==> config.mk <==
export PLATFORM = sky130hd
export DESIGN_NAME = acc_out_serializer
export DESIGN_NICKNAME = d
export VERILOG_FILES = /design/src/rtl/acc_out_serializer.sv
export SDC_FILE = /design/constraint.sdc
export NUM_CORES = 1
export LEC_CHECK = 0
export ABC_AREA = 1
export CORE_MARGIN = 1
export CORE_UTILIZATION = 50
export CTS_CLUSTER_SIZE = 40
export DETAILED_ROUTE_END_ITERATION = 16
export PLACE_DENSITY = 0.81
export SETUP_SLACK_MARGIN = 0.02
export SLEW_MARGIN = 40
export SYNTH_ARGS = -nofsm -noshare
export SYNTH_HDL_FRONTEND = slang
export SYNTH_SLANG_ARGS = --single-unit
==> constraint.sdc <==
create_clock -name clk -period 6 [get_ports clk]
set_input_delay 0.9 -clock clk [delete_from_list [all_inputs] [get_ports clk]]
set_output_delay 0.9 -clock clk [all_outputs]
set_load 0.02 [all_outputs]
==> src/rtl/acc_out_serializer.sv <==
// Captures one column of accumulator results and streams them out one lane per beat,
// requantized (round-half-up shift, signed saturation) onto an AXI-Stream master.
module acc_out_serializer #(
  parameter int R     = 4,
  parameter int WY    = 16,
  parameter int WO    = 8,
  parameter int SHIFT = 4
) (
  input  logic            clk,
  input  logic            rst,
  input  logic            s_valid,
  output logic            s_ready,
  input  logic [R*WY-1:0] s_data,
  input  logic            s_last,
  output logic            m_valid,
  input  logic            m_ready,
  output logic [WO-1:0]   m_data,
  output logic            m_last
);

  localparam int CW = (R > 1) ? $clog2(R) : 1;
  localparam int RS = (SHIFT > 0) ? SHIFT - 1 : 0;

  localparam logic [0:0] IDLE = 1'b0;
  localparam logic [0:0] SEND = 1'b1;

  localparam logic signed [WY:0] RND =
    (SHIFT > 0) ? ((WY+1)'(1) << RS) : '0;
  localparam logic signed [WY:0] QMAX =
    (WY+1)'((1 << (WO - 1)) - 1);
  localparam logic signed [WY:0] QMIN = ~QMAX;

  logic [0:0]    state_q, state_d;
  logic [CW-1:0] cnt_q, cnt_d;
  logic          last_q, last_d;
  logic [WY-1:0] lane_q [R];

  logic          last_lane;
  logic          cap;
  logic          beat;

  assign last_lane = (cnt_q == CW'(R - 1));
  assign m_valid   = (state_q == SEND);
  assign s_ready   = (state_q == IDLE) | (last_lane & m_ready);
  assign cap       = s_valid & s_ready;
  assign beat      = m_valid & m_ready;
  assign m_last    = m_valid & last_q & last_lane;

  always_comb begin
    state_d = state_q;
    cnt_d   = cnt_q;
    last_d  = last_q;
    if (cap) begin
      state_d = SEND;
      cnt_d   = '0;
      last_d  = s_last;
    end else if (beat) begin
      if (last_lane) begin
        state_d = IDLE;
        cnt_d   = '0;
      end else begin
        cnt_d = cnt_q + CW'(1);
      end
    end
  end

  always_ff @(posedge clk) begin
    if (rst) begin
      state_q <= IDLE;
      cnt_q   <= '0;
      last_q  <= 1'b0;
      for (int r = 0; r < R; r++) lane_q[r] <= '0;
    end else begin
      state_q <= state_d;
      cnt_q   <= cnt_d;
      last_q  <= last_d;
      if (cap) begin
        for (int r = 0; r < R; r++) begin
          lane_q[r] <= s_data[r*WY +: WY];
        end
      end
    end
  end

  // One extra bit of headroom keeps the rounding add from wrapping.
  logic signed [WY:0] t;
  logic signed [WY:0] q;

  always_comb begin
    t      = $signed({lane_q[cnt_q][WY-1], lane_q[cnt_q]}) + RND;
    q      = t >>> SHIFT;
    m_data = '0;
    if (m_valid) begin
      if (q > QMAX)      m_data = QMAX[WO-1:0];
      else if (q < QMIN) m_data = QMIN[WO-1:0];
      else               m_data = q[WO-1:0];
    end
  end

endmodule

# Word-level counts from Yosys, hierarchy flattened
# Memories as Yosys holds them, arrays and structs flattened. A register that Yosys moved wholly into a read port is not among the register bits.
# Index checks and enable logic that the tools add are counted.
# totals
reg_bits	4
output_inout_bits	11
mem_bits_rw	64
memories	1
wordCells	42
input_bits	69
# mem_list
name	words	width	read_ports	rd_ports_with_merged_regs	write_ports	line	source
lane_q	4	16	1	1	4	36	logic [WY-1:0] lane_q [R];
# classes
n_reduce_logical	4
add_sub_neg	2
magnitude_cmp	2
muxes	18
n_eq_ne	1
n_bitwise	11
# ops
op	count
two-way mux 16 bit	4
two-way mux 8 bit	3
adder 16 x 5 -> 17 bit (second input constant)	1
greater-than comparator 13 x 8 -> 1 bit (second input constant)	1
less-than comparator 13 x 8 -> 1 bit (second input constant)	1
two-way mux 1 bit	8
two-way mux 2 bit	3
bitwise AND 1 bit	5
OR 1 bit	5
nonzero test 2 bit	2
adder 2 x 1 -> 2 bit (second input constant)	1
== test 2 bit (second input constant)	1
AND reduction 2 bit	1
OR reduction 2 bit	1
inverter 1 bit	1

# Longest topological paths before layout
# logic_depth
ltp_word	8
ltp_mapped	18
depth_no_buf	17

# Least setup slack after synthesis
# No wires, ideal clock.
# synth_path
kind	input to register
startpoint	in m_ready
endpoint	mem lane_q[0][10], enable pin
stages	2
setup_slack_ns	0.666
required_ns	5.459
arrival_time_ns	4.793
setup_ns	0.541
path_buffers	0
cell_sequence	a21oi_1 > o21ai_0
# synth_lines
item	line	source
start: declaration	16	input logic m_ready,
end: declaration	36	

==> metrics.log <==
[metrics] number of buffers added by the clock tree synthesis step: 9
[metrics] detailed-route wire length per cell: 11.4 um
[metrics] TritonCTS clock tree: built
[metrics] data arrival at the endpoint of the critical path: 3350 ps
[metrics] R2R Setup Slk: 4080 ps
[metrics] ratio of cells with drive above 1 in the final layout: 6.53%
[metrics] clock sinks: 58
[metrics] most numerous cell types in the synthesized netlist: sky130_fd_sc_hd__nand2_1, sky130_fd_sc_hd__inv_1, sky130_fd_sc_hd__nor2_1, sky130_fd_sc_hd__edfxtp_1, sky130_fd_sc_hd__nand3_1
[metrics] wire length of the first global-routing pass: 10,700 um
[metrics] Worst path max stage delay: 710 ps
[metrics] # nets final: 558
[metrics] clock-pin slew on the worst setup and hold paths: 60 ps
[metrics] Routed Wire Length: 6450 um
[metrics] Critical-path top delay cell: sky130_fd_sc_hd__dfxtp_1
[metrics] proportion of synthesized chip area in sequential cells: 52.3%
[metrics] non-filler cells in the finished layout: 565
[metrics] Post-DRT Antenna Nets: 0
[metrics] CTS-repair resized insts: 0
[metrics] vias in the first global route: 2,481
[metrics] share of flip-flops with an asynchronous set or reset: 0%
[metrics] total via count in the routed design: 2,688
[metrics] placeable core region: 6060 um^2
[metrics] largest fanout of any net on the critical path: 18
[metrics] top cell type's share of synthesized area: 48.6%
[metrics] Post-Place Cells: 551
[metrics] Die X: 82.2 um
[metrics] total of fill cells in the finished design: 507
[metrics] cell seen most often among critical-path stages: sky130_fd_sc_hd__nand2_1
[metrics] register area: 1680 um^2
[metrics] Synthesized Nets: 490
[metrics] antenna fix cells: 0
[metrics] H-tree Lvls: 3
[metrics] antenna violations before repair: 0
[metrics] hold slack final: 474 ps
[metrics] final hold violations: 0
[metrics] total design power: 928 uW
[metrics] peak supply drop: 0.000169 V
[metrics] result of the run: complete, no violations
[metrics] setup TNS: 0 ps
[metrics] crit path time final: 4250 ps
[metrics] Initial DRC Count: 200
[metrics] Reg2Reg Depth: 5
[metrics] starting density of the core: 53.0%
[metrics] portion of the clock cycle consumed by the worst path in the final layout: 70.8%
[metrics] Max Clock Skew: 7.51 ps
[metrics] global-route usage over all layers: 21.6%
[metrics] Area Growth Syn to Fin: 27.6%
[metrics] Bufs on Longest Clock Path: 2
[metrics] number of enable-type register cells in the synthesized netlist: 52
[metrics] achievable clock frequency: 0.236 GHz
[metrics] max-capacitance violation count: 0
[metrics] Hold-fix buffers, CTS: 0
[metrics] leftover overflow at the end of global routing: 0
[metrics] unrepaired setup endpoints after global routing: false
[metrics] first-pass iteration count of the detailed router: 4
[metrics] final weighted congestion in routability-driven placement: 0.769
[metrics] number of instances in the synthesized netlist: 419
[metrics] mean instance size in the synthesized netlist: 7.67 um^2
[metrics] count of final max-slew check failures: 0
[metrics] Vias/cell: 4.76
[metrics] library cell with the highest instance count after synthesis: sky130_fd_sc_hd__nand2_1
[metrics] Die H: 82.2 um
[metrics] I/O Buffers: 67
[metrics] total of flip-flops plus latches after synthesis: 58
[metrics] type of origin of the critical path: register
[metrics] number of remaining DRC errors: 0
[metrics] required time of the critical path: 5100 ps
[metrics] startpoint-to-endpoint class of the critical path: register to output port
[metrics] startpoint of the worst register-to-register path: m_valid
[metrics] primary flip-flop cell chosen by synthesis mapping: sky130_fd_sc_hd__edfxtp_1
[metrics] cell taking the most area after synthesis: sky130_fd_sc_hd__edfxtp_1
[metrics] Cell Area, Synth: 3210 um^2
[metrics] cells along the critical path: inv_2, nand2_1, nand2_1, ha_1, nand2_2, nor2_4, nand2_1, nand2_1, nand2_1, nand3_1, nor2_1, nand2_1, nand2_2, nand2_1, a21oi_1, clkdlybuf4s50_1
[metrics] pin count of the biggest net entering global routing: 56
[metrics] count of boundary I/O pins: 80
[metrics] worst hold path class: register to register
[metrics] clock latency reported for the late side of the worst-skew pair: 330 ps
[metrics] Critical Path End: m_data[1]
[metrics] kind of capture point of the worst setup path: output port
[metrics] synth warn: 0
[metrics] multi-input logic area: 1140 um^2
[metrics] placed wire-length estimate after detailed placement: 4540 um
[metrics] biggest area contributors in the synthesized netlist: sky130_fd_sc_hd__edfxtp_1, sky130_fd_sc_hd__nand2_1, sky130_fd_sc_hd__inv_1, sky130_fd_sc_hd__nor2_1, sky130_fd_sc_hd__nand3_1
[metrics] final count of negative-setup-slack endpoints: 0
[metrics] buffers inserted during post-CTS setup optimization: 0
[metrics] cell area power density: 226 nW/um^2
[metrics] DIE AREA: 6750 um^2
[metrics] worst slew slack as a fraction of its limit: 54.3%
[metrics] transition time of the tightest slew-check pin: 685 ps
[metrics] clock root buffer: sky130_fd_sc_hd__clkbuf_8
[metrics] LEAKAGE: 0.00196 uW
[metrics] count of distinct cell types in the synthesized netlist: 26
[metrics] post-route core utilization: 67.7%
[metrics] floorplan row count: 28
[metrics] worst flop-to-flop path endpoint: lane_q[0][8]
[metrics by stage]
step,area [um^2],worst slack (ps)
after global routing,4100,1450
final,4100,1750
after floorplan,3210,666
after CTS,4100,1760
after detailed placement,3960,2160
after global placement,3950,2180
[flip-flops by register name, indices dropped and copies added, names as in the netlist, named ones only]
signal / flops
lane_q: 52
cnt_q: 2
last_q: 1
m_valid: 1
[per-layer routing]
layer / global-route usage [%] / vias up / routed length, um
li1: - / 1405 / -
met1: 27.0 / 1193 / 2730
met2: 35.1 / 80 / 3280
met3: 5.38 / 10 / 322
met4: 10.4 / 0 / 119
met5: 0 / - / 0
[how the worst min path moves through the flow]
stage / startpoint / to / slack (ps) / cells after the start
finish: last_q / last_q / 470 / 2
detailed placement: last_q / last_q / 460 / 2
floorplan: last_q / last_q / 440 / 2
global route: last_q / last_q / 510 / 2
CTS: last_q / last_q / 480 / 2
global placement: last_q / last_q / 450 / 2
[where the power goes]
group,switching [uW],internal (uW)
Combinational,88.5,73.2
Sequential,8.49,471
Clock,147,140
Total,244,684
[cell usage in the layout (no fill, tap or decap), types with 2 or more instances in the layout]
cell type	netlist	final
sky130_fd_sc_hd__edfxtp_1	52	52
sky130_fd_sc_hd__clkinv_1	1	4
sky130_fd_sc_hd__or2_2	2	2
sky130_fd_sc_hd__nand4_1	2	2
sky130_fd_sc_hd__inv_1	89	89
sky130_fd_sc_hd__dfxtp_1	6	6
sky130_fd_sc_hd__clkbuf_8	0	9
sky130_fd_sc_hd__buf_4	1	2
sky130_fd_sc_hd__xor2_1	4	4
sky130_fd_sc_hd__nand2_1	115	115
sky130_fd_sc_hd__a21oi_1	12	12
sky130_fd_sc_hd__nand2_2	7	7
sky130_fd_sc_hd__nand3_1	33	32
sky130_fd_sc_hd__ha_1	2	2
sky130_fd_sc_hd__inv_2	4	4
sky130_fd_sc_hd__xnor2_1	2	2
sky130_fd_sc_hd__nor2_1	68	68
sky130_fd_sc_hd__clkdlybuf4s50_1	0	67
sky130_fd_sc_hd__nor2_4	2	2
[final cells by class]
cell class	instances	area share (%)
clock buffers	9	3.02
repair buffers	69	16.7
inverters	94	8.60
multi-input cells	255	27.8
clock inverters	5	0.579
flip-flops and latches	58	41.0
well taps	75	2.29
[cells by family after synthesis]
group                      Yosys count  synth area share, %
buffers and inverters              106                 12.9
and+or+nand+nor                    231                 29.7
DFF                                 58                 52.3
adders and majority gates            2                0.778
xor gates and xnor gates             6                 1.63
AOI/OAI and AO/OA                   16                 2.65
[worst max-delay path, delay by kind of cell, from the launching register on]
family,cells,cell delay (ps)
AO/OA/AOI/OAI,1,120
adder cells (fa/ha/maj),1,240
buffers and inverters,2,920
flip-flops,1,710
AND/OR/NAND/NOR,12,1030
Note: power is estimated with default switching activity, not from simulation.
